$ cat src/rtl/shift_sched.sv
// shift_sched: controller and two-port arbiter for the 4-bit shift register
// registrodesp. It arbitrates between two requesters, loads the winning word
// into the register in parallel, then shifts it out serially over NBITS cycles.
//
// Optional feature macro: SHIFT_SCHED_RR_EN
//   defined   -> round-robin tie-break (requester not granted last wins)
//   undefined -> fixed priority (requester 0 wins ties)
//
// Ports:
//   clk, rst               clock, synchronous active-high reset
//   req0/1, word0/1, dir0/1 requester handshake, data word, shift direction
//   gnt0, gnt1             one-cycle grant pulse in LOAD
//   busy, done             transaction in flight / one-cycle completion pulse
//   ser_valid, ser_bit     serial output stream (ser_bit mirrors reg_s_out)
//   ser_owner              index of the current grantee
//   reg_enb, reg_dir, reg_mode, reg_d, reg_s_in  register control
//   reg_s_out              serial output of the register
module shift_sched #(
  parameter int unsigned NBITS = 4
) (
  input  logic             clk,
  input  logic             rst,
  input  logic             req0,
  input  logic             req1,
  input  logic [NBITS-1:0] word0,
  input  logic [NBITS-1:0] word1,
  input  logic             dir0,
  input  logic             dir1,
  output logic             gnt0,
  output logic             gnt1,
  output logic             busy,
  output logic             done,
  output logic             ser_valid,
  output logic             ser_bit,
  output logic             ser_owner,
  output logic             reg_enb,
  output logic             reg_dir,
  output logic             reg_s_in,
  output logic [1:0]       reg_mode,
  output logic [NBITS-1:0] reg_d,
  input  logic             reg_s_out
);

  localparam int unsigned   CW       = (NBITS > 1) ? $clog2(NBITS) : 1;
  localparam logic [CW-1:0] CNT_LAST = CW'(NBITS - 1);

  localparam logic [1:0] S_IDLE  = 2'd0;
  localparam logic [1:0] S_LOAD  = 2'd1;
  localparam logic [1:0] S_SHIFT = 2'd2;
  localparam logic [1:0] S_DONE  = 2'd3;

  localparam logic [1:0] MODE_SHIFT = 2'b00;
  localparam logic [1:0] MODE_LOAD  = 2'b10;

  logic [1:0]       state_q, state_nx;
  logic [CW-1:0]    cnt_q, cnt_nx;
  logic             win_c;
  logic             owner_nx;
  logic             dir_nx;
  logic [NBITS-1:0] word_nx;

  // Serial data is taken straight from the register; ser_valid qualifies it.
  assign ser_bit  = reg_s_out;
  // Bits shifted in behind the data are always zero.
  assign reg_s_in = 1'b0;

  // Arbitration: winner index among the currently asserted requests.
`ifdef SHIFT_SCHED_RR_EN
  logic last_q;

  always_comb begin
    win_c = req1;
    if (req0 && req1) win_c = ~last_q;
  end

  // Pointer remembers the last grantee; reset value lets requester 0 win first.
  always_ff @(posedge clk) begin
    if (rst)                               last_q <= 1'b1;
    else if (state_q == S_IDLE && (req0 || req1)) last_q <= win_c;
  end
`else
  always_comb begin
    win_c = ~req0;
  end
`endif

  // Next-state logic; the winner's word/dir/owner are captured on the IDLE exit.
  always_comb begin
    state_nx = state_q;
    cnt_nx   = cnt_q;
    owner_nx = ser_owner;
    dir_nx   = reg_dir;
    word_nx  = reg_d;
    case (state_q)
      S_IDLE: begin
        if (req0 || req1) begin
          owner_nx = win_c;
          dir_nx   = win_c ? dir1  : dir0;
          word_nx  = win_c ? word1 : word0;
          state_nx = S_LOAD;
        end
      end
      S_LOAD: begin
        cnt_nx   = '0;
        state_nx = S_SHIFT;
      end
      S_SHIFT: begin
        cnt_nx = cnt_q + CW'(1);
        if (cnt_q == CNT_LAST) state_nx = S_DONE;
      end
      S_DONE:  state_nx = S_IDLE;
      default: state_nx = S_IDLE;
    endcase
  end

  // State register plus registered Moore outputs decoded from the next state.
  always_ff @(posedge clk) begin
    if (rst) begin
      state_q   <= S_IDLE;
      cnt_q     <= '0;
      gnt0      <= 1'b0;
      gnt1      <= 1'b0;
      busy      <= 1'b0;
      done      <= 1'b0;
      ser_valid <= 1'b0;
      ser_owner <= 1'b0;
      reg_enb   <= 1'b0;
      reg_dir   <= 1'b0;
      reg_mode  <= MODE_SHIFT;
      reg_d     <= '0;
    end else begin
      state_q   <= state_nx;
      cnt_q     <= cnt_nx;
      gnt0      <= (state_nx == S_LOAD) && !owner_nx;
      gnt1      <= (state_nx == S_LOAD) &&  owner_nx;
      busy      <= (state_nx != S_IDLE);
      done      <= (state_nx == S_DONE);
      ser_valid <= (state_nx == S_SHIFT);
      ser_owner <= owner_nx;
      reg_enb   <= (state_nx == S_LOAD) || (state_nx == S_SHIFT);
      reg_dir   <= dir_nx;
      reg_mode  <= (state_nx == S_LOAD) ? MODE_LOAD : MODE_SHIFT;
      reg_d     <= word_nx;
    end
  end

endmodule

$ cat config.mk
export PLATFORM = sky130hd
export DESIGN_NAME = shift_sched
export DESIGN_NICKNAME = d
export VERILOG_FILES = /design/src/rtl/shift_sched.sv
export SDC_FILE = /design/constraint.sdc
export NUM_CORES = 1
export LEC_CHECK = 0
export BUFFER_PORTS_ARGS = -buffer_cell sky130_fd_sc_hd__buf_2
export CAP_MARGIN = 20
export CORE_UTILIZATION = 45
export CTS_CLUSTER_DIAMETER = 200
export DETAILED_ROUTE_END_ITERATION = 7
export PLACE_DENSITY_LB_ADDON = 0.08
export RECOVER_POWER = 50
export SYNTH_ARGS = -nofsm -noshare
export SYNTH_HDL_FRONTEND = slang
export SYNTH_SLANG_ARGS = --single-unit
$ cat constraint.sdc
create_clock -name clk -period 2 [get_ports clk]
set_input_delay 0.1 -clock clk [delete_from_list [all_inputs] [get_ports clk]]
set_output_delay 0.1 -clock clk [all_outputs]
set_load 0.01 [all_outputs]
* Word-level counts from Yosys, hierarchy flattened
Index checks and enable logic that the tools add are counted.
** Word-level totals
- Bits in registers :: 18
- Input bits :: 15
- Output and inout port bits :: 16
** Operators by class
- $add $sub $neg :: 1
- Eq/ne operators :: 7
- Multiplexer cells :: 9
- Bitwise operators :: 1
- Reductions and logical operators :: 9
** Operators with widths (count)
- equality test 2 bit (second input constant) :: 5
- case mux 2 bit (4 select lines) :: 1
- 2-to-1 mux 2 bit :: 3
- equality test 2 x 1 -> 1 bit (second input constant) :: 2
- 2-to-1 mux 4 bit :: 1
- case mux 2 bit (2 select lines) :: 1
- nonzero test 2 bit :: 2
- 2-to-1 mux 1 bit :: 3
- adder 2 x 1 -> 2 bit (second input constant) :: 1
- logical AND 1 bit :: 2
- zero test 2 bit :: 1
- logical OR 1 bit :: 2
- AND reduction 2 bit :: 1
- zero test 1 bit :: 1
- NOT 1 bit :: 1

* Depth between registers and ports, before layout
Gate-level depths: netlist of the first run.
- Word-level depth :: 5
- Mapped depth :: 8
- Mapped depth without buffers :: 8

* Least setup slack after synthesis of the first run
No wires, ideal clock.
- Kind :: register to register
- From :: reg state_q[0]
- To :: reg gnt0
- Library setup time :: 0.115 ns
- Arrival time :: 1.441 ns
- Required time :: 1.885 ns
- Slack :: 0.445 ns
- Stages on the path, launching flop included :: 9
- Path buffers :: 0
- Cells stage by stage :: dfxtp_1 inv_1 ha_1 nor3_1 a311o_1 inv_1 ha_1 nor2b_1 and2_1
** On the way
- Word-level cells in the longest chain between the ends :: 4
- Elaborated cells between the ends (all ways) :: 11
** Ends and longest elaborated chain
- start, declared :: line 55 : logic [1:0] state_q, state_nx;
- start signal, assigned :: line 132 : state_q <= state_nx;
- equality test 2 bit, or another cell as far along :: line 94 : case (state_q)
- case mux 2 bit (4 select lines) (*) :: line 94
- via state_nx[0] :: line 55
- equality test 2 x 1 -> 1 bit (*) :: line 134 : gnt0 <= (state_nx == S_LOAD) && !owner_nx;
- logical AND 1 bit (*) :: line 134
- end signal, assigned :: line 134
- end, declared :: line 29 : output logic gnt0,
Mark *: on every way through the listed nets, which the timed path passes. The rest lies on a longest branch.
A chain may end at the register's enable or synchronous reset.

* Worst setup path in the final report of the first run
Same ends and word-level chain as after synthesis.

==> metrics.txt, run 1 <==
status finished, final reports clean; Post CTS Setup Buffer Count 0; Max rail drop VDD about 750 uV; number of hold buffers added after CTS 0; Final setup viols 0; total standard cell area after synthesis 742.0 sq um; DR WL/cell approximately 10 microns; number of buffer cells added on primary ports 26; post-synthesis sequential area ratio between 40% and 50%; CTS tree built; metal1 wirelength ~530 microns; f_max between 500 and 600 MHz; final setup TNS 0 ns; highest-count cells in the layout ignoring fill and taps sky130_fd_sc_hd__dfxtp_1 (17), sky130_fd_sc_hd__buf_2 (13), sky130_fd_sc_hd__clkbuf_1 (13); met2 layer wire length in the routed design approximately 520 microns; synthesized flop and latch total 17; final WL about 1.1 mm; minimum clock period after layout between 1.5 and 2 ns; met3 WL post-DR 66 microns; relative area change from synthesis to final layout 15.68%; top layer in use met4; TritonCTS Buffers 3; Die Width around 43 microns; max-cap viol count 0; Resized Gates After CTS 0; most frequent standard cell in the layout excluding fill and tap cells sky130_fd_sc_hd__dfxtp_1; die height roughly 43 microns; Placement Rows 14; DR vias 546; wire length of the first global-routing pass roughly 1.8 mm; maximum buffer depth of the clock tree 2; CTS Sinks 17; share of cells above drive strength 1 between 15 and 20%; count of synthesis-stage warnings from yosys 0; DRT Pass-1 Iters 3; DR DRC count 0; series of cell instances along the critical path inv_1 > ha_1 > nor3_1 > a311o_1 > inv_1 > ha_1 > nor2b_1 > and2_1; aggregate global-route resource usage between 10% and 20%; core box area 0.001524 sq mm; number of design-rule violations left by the first detailed-router iteration 14; Avg Inst Size Synth roughly 10 sq um; number of nets still failing antenna checks after routing 0; leading area contributor after synthesis sky130_fd_sc_hd__dfxtp_1; worst-path fanout max 4; final worst clock skew around 0.0017 ns; CP Data Arrival Time 1.92 ns; Detailed Place HPWL 837.2 microns; number of ports placed on the die boundary 31; CTS H-tree depth 1; Post-Place Worst Slack 0.3001 ns; unrepaired setup endpoints after global routing no; crit path launch type register; largest incremental delay on the critical path between 0.3 and 0.4 ns; final net count around 120; Leakage 0.0004010 uW; antenna diode instance count 0; cells taking the most area after synthesis sky130_fd_sc_hd__dfxtp_1 (46%), sky130_fd_sc_hd__ha_1 (13%), sky130_fd_sc_hd__mux2i_1 (6.7%), sky130_fd_sc_hd__nor2_1 (6.1%), sky130_fd_sc_hd__a211oi_1 (5.1%); data required time at the worst endpoint approximately 2.2 ns; Crit-path slowest cell sky130_fd_sc_hd__dfxtp_1; endpoints failing hold 0; gp weighted congestion 0.7957; Setup CP Type register to register; count of unique library cells instantiated by Yosys 22; total count of max-transition violations in the final report 0; Root Driver sky130_fd_sc_hd__clkbuf_4; largest net degree at the start of global routing 17; Die ar. between 0.0015 and 0.002 sq mm; number of cells produced by synthesis 74; overall overflow remaining after global route 0; clock-pin transition on the worst setup and hold timing paths 0.10 ns; power consumption between 1000 and 1500 uW; nature of the critical path endpoint register; number of fill cells 157; DR vias/cell around 4.7; antenna violations before repair 0; final critical-path share of the clock period 86.00%; power density normalized to cell area 1523 mW/mm^2; vias in the first global route between 400 and 500; worst min-delay path category input port to register; initial core utilization around 49%; fin worst setup slack 0.2799 ns; top cell type's share of synthesized area a little under half; worst-skew pair later-pin latency a little under 0.3 ns
## registers in the layout, summed over array words and instances, names as in the netlist
signal / cells
gnt1: 1
ser_owner: 1
reg_dir: 1
state_q: 2
reg_mode: 1
gnt0: 1
ser_valid: 1
cnt_q: 2
reg_d: 4
busy: 1
reg_enb: 1
done: 1
## where the power goes
| part | total [uW] | switching (uW) | internal, uW |
|---|---|---|---|
| clock network | 185 | 111 | 74.4 |
| registers | 502 | 40.9 | 461 |
| logic | 620 | 366 | 254 |
## worst max-delay path, delay by kind of cell, from the launching register on
kind,cells,cell delay (ns)
DFF,1,0.34
AOI/OAI and AO/OA,1,0.25
adders and majority gates,2,0.42
and+or+nand+nor,3,0.46
buffers and inverters,2,0.17
## final timing paths
| check | from | end | slack [ns] | cells past startpoint |
|---|---|---|---|---|
| hold / removal | dir1 | reg_dir$_SDFFE_PP0P_ | 0.13 | 3 |
| setup reg to reg | state_q[0]$_SDFF_PP0_ | gnt0$_SDFF_PP0_ | 0.28 | 8 |
| hold reg to reg | cnt_q[1]$_SDFFE_PP0P_ | cnt_q[1]$_SDFFE_PP0P_ | 0.48 | 2 |
| setup / recovery | state_q[0]$_SDFF_PP0_ | gnt0$_SDFF_PP0_ | 0.28 | 8 |
## cell usage after synthesis (all sizes together)
| master | number |
|---|---|
| nor3b | 1 |
| buf | 5 |
| and2 | 1 |
| inv | 4 |
| nor3 | 1 |
| a311o | 1 |
| and3b | 1 |
| a211oi | 5 |
| nor2 | 13 |
| clkbuf | 1 |
| a21o | 1 |
| conb | 1 |
| o21a | 1 |
| dfxtp | 17 |
| a21oi | 3 |
| nand3 | 1 |
| nand2 | 1 |
| nor2b | 3 |
| mux2i | 5 |
| ha | 8 |
## final cells by class
class	count	area, sq um	area share [%]
Clock inverter	1	5.005	0.5831
Multi-Input combinational cell	48	341.6	39.80
Clock buffer	3	22.52	2.624
Inverter	4	15.01	1.749
Tap cell	16	20.02	2.332
Sequential cell	17	340.3	39.65
Timing Repair Buffer	26	113.9	13.27
## through the flow
step                      hold slack [ns]  util [%]  area [sq um]  std cells
after floorplan                    0.1716         -         745.7         75
after global placement             0.2002     55.58         847.1        111
after detailed placement           0.2002     55.58         847.1        111
after CTS                          0.1306     57.39         874.6        115
after global routing               0.1461     56.32         858.3        115
final                              0.1319     56.32         858.3        115
## per-layer routing
| metal | global-route usage (%) | up-vias |
|---|---|---|
| met5 | 0 | - |
| met4 | 11.25 | 0 |
| met3 | 5.603 | 2 |
| met2 | 20.31 | 19 |
| met1 | 16.76 | 231 |
| li1 | - | 294 |
## cells by family after synthesis
kind of cell               share of synthesized area [%]
and+or+nand+nor                                    14.33
muxes                                              6.746
adders and majority gates                          13.49
other                                             0.5054
DFF                                                45.87
buffers and inverters                              8.599
AOI/OAI and AO/OA                                  10.46
(Power assumes the default switching activity.)
==> run 2: changes to the inputs <==
- CORE_MARGIN: unset -> 8
==> metrics.txt, run 2 (same netlist as run 1, synthesis figures left out) <==
worst min-delay path category input port to register; start of the worst register-to-register path state_q[0]$_SDFF_PP0_; DRT Pass-1 Iters 2; largest incremental delay on the critical path between 0.3 and 0.4 ns; crit path launch type register; maximum buffer depth of the clock tree 2; status finished, final reports clean; TritonCTS Buffers 3; total placed cells including tap cells between 100 and 150; number of fill cells ~140; max reg flops 4; most crowded layer after global routing met2; DR vias/cell approximately 5; Resized Gates After CTS 0; Leakage approximately 0.00040 uW; endpoints failing hold 0; number of nets still failing antenna checks after routing 0; endpoint of the worst hold-timing path reg_d[1]$_SDFFE_PP0P_; Detailed Place HPWL around 1.1 mm; Switching Share 39.67%; final setup TNS 0 ns; CP Data Arrival Time 1.89 ns; initial core utilization 48.69%; max-cap viol count 0; vias in the first global route a little under 600; area occupied by multi-input gates 341.6 sq um; FF+latch area about 340 sq um; number of ports placed on the die boundary 31; most frequent standard cell in the layout excluding fill and tap cells sky130_fd_sc_hd__dfxtp_1; Final setup viols 0; biggest registers after layout reg_d: 4 flops, cnt_q: 2 flops, state_q: 2 flops; number of hold buffers added after CTS 0; Switching Power ~520 uW; Placement Rows 14; data required time at the worst endpoint roughly 2.2 ns; Crit-path slowest cell sky130_fd_sc_hd__dfxtp_1; share of cells above drive strength 1 ~17%; worst-skew pair later-pin latency roughly 0.28 ns; Worst R2R End gnt0$_SDFF_PP0_; CTS Sinks 17; series of cell instances along the critical path inv_1 > ha_1 > nor3_1 > a311o_1 > inv_1 > ha_1 > nor2b_1 > and2_1; sequential share of power a little under two fifths; DR WL/cell around 13 microns; start point of the critical path state_q[0]$_SDFF_PP0_; Crit path buffers/inverters 2; number of buffer cells added on primary ports 26; gp weighted congestion between 0.7 and 0.8; clock-pin transition on the worst setup and hold timing paths around 0.09 ns; wire length of the first global-routing pass roughly 2.4 mm; aggregate global-route resource usage under 10%; total count of max-transition violations in the final report 0; Int Pwr just under 800 uW; Post CTS Setup Buffer Count 0; antenna violations before repair 0; minimum clock period after layout 1.698 ns; CP top delay family simple AND/OR/NAND/NOR gates; final worst clock skew between 0.001 and 0.0015 ns; CTS H-tree depth 1; power density normalized to cell area about 1500 mW/mm^2; die height between 50 and 60 microns; antenna diode instance count 0; overall overflow remaining after global route 0; Die Width between 50 and 60 microns; final WL ~1.4 mm; Setup CP Type register to register; final critical-path share of the clock period 84.91%; post-route non-filler standard cell count around 120; largest net degree at the start of global routing 17; worst reg-to-reg path cell count 8; combinational share of power 47.8%; number of design-rule violations left by the first detailed-router iteration 3; f_max slightly below 600 MHz; reg2reg setup slack between 0.3 and 0.4 ns; Root Driver sky130_fd_sc_hd__clkbuf_4; relative area change from synthesis to final layout 15.51%; routing usage on met3 4.270%; global routing met1 resource utilization under 10%; worst min-delay path startpoint word1[1]; nature of the critical path endpoint register; register name with the most flops reg_d; Die ar. 0.003204 sq mm; clock share of power between 10% and 20%; DR vias approximately 560; worst-path fanout max 4; DR DRC count 0; highest-count cells in the layout ignoring fill and taps sky130_fd_sc_hd__dfxtp_1 (17), sky130_fd_sc_hd__clkbuf_1 (14), sky130_fd_sc_hd__buf_2 (13); GR met2 Demand/Resource between 10% and 20%; core box area between 0.0015 and 0.002 sq mm; instance count along the most critical hold path 3; CTS tree built; final net count around 120; unrepaired setup endpoints after global routing no; Max rail drop VDD about 780 uV
-- run 2: changes by cell type in the layout (fill, tap and decap cells not counted), sizes merged --
cell    previous run  this run
clkbuf            16        17
clkinv             1         0
-- run 2: area by class of cell --
cell class | instances | area share [%]
multi-input combinational | 48 | 39.85
sequential | 17 | 39.71
clock buffer | 4 | 3.066
timing repair buffer | 26 | 13.28
inverter | 4 | 1.752
tap | 16 | 2.336
-- run 2: routing by layer --
metal	vias up	share of wire, %
met5	-	0
met4	0	0.97
met3	2	8.9
met2	16	48
met1	247	42
li1	294	-
-- run 2: worst max-delay path by stage --
stage,slack (ns),cells after the start,endpoint
after CTS,0.29,8,gnt0$_SDFF_PP0_
after global routing,0.19,8,gnt0$_SDFF_PP0_
after detailed placement,0.30,8,gnt0$_SDFF_PP0_
final,0.30,8,gnt0$_SDFF_PP0_
after floorplan,0.44,8,gnt0$_SDFF_PP0_
after global placement,0.37,8,gnt0$_SDFF_PP0_
-- run 2: power groups by stage --
stage               Clock [uW]  Sequential, uW  Combinational (uW)
global route               202             516                 724
CTS                        187             501                 665
finish                     181             504                 627
global placement             0             505                 652
detailed placement           0             509                 664
floorplan                    0             561                 447
-- run 2: worst min-delay path: stages --
cell	delay, ns
sky130_fd_sc_hd__buf_2	0.09
sky130_fd_sc_hd__mux2i_1	0.11
sky130_fd_sc_hd__a211oi_1	0.08
-- run 2: through the flow --
stage | worst slack [ns] | power [uW] | area (sq um) | hold WS (ns) | utilization (%)
6_report | 0.3019 | 1312 | 857.1 | 0.1406 | 56.24
5_1_grt | 0.1915 | 1442 | 857.1 | 0.1649 | 56.24
4_1_cts | 0.2945 | 1353 | 873.3 | 0.1336 | 57.31
3_5_place_dp | 0.3046 | 1173 | 847.1 | 0.2001 | 55.58
3_3_place_gp | 0.3722 | 1158 | 847.1 | 0.2001 | 55.58
2_1_floorplan | 0.4446 | 1008 | 745.7 | 0.1716 | -
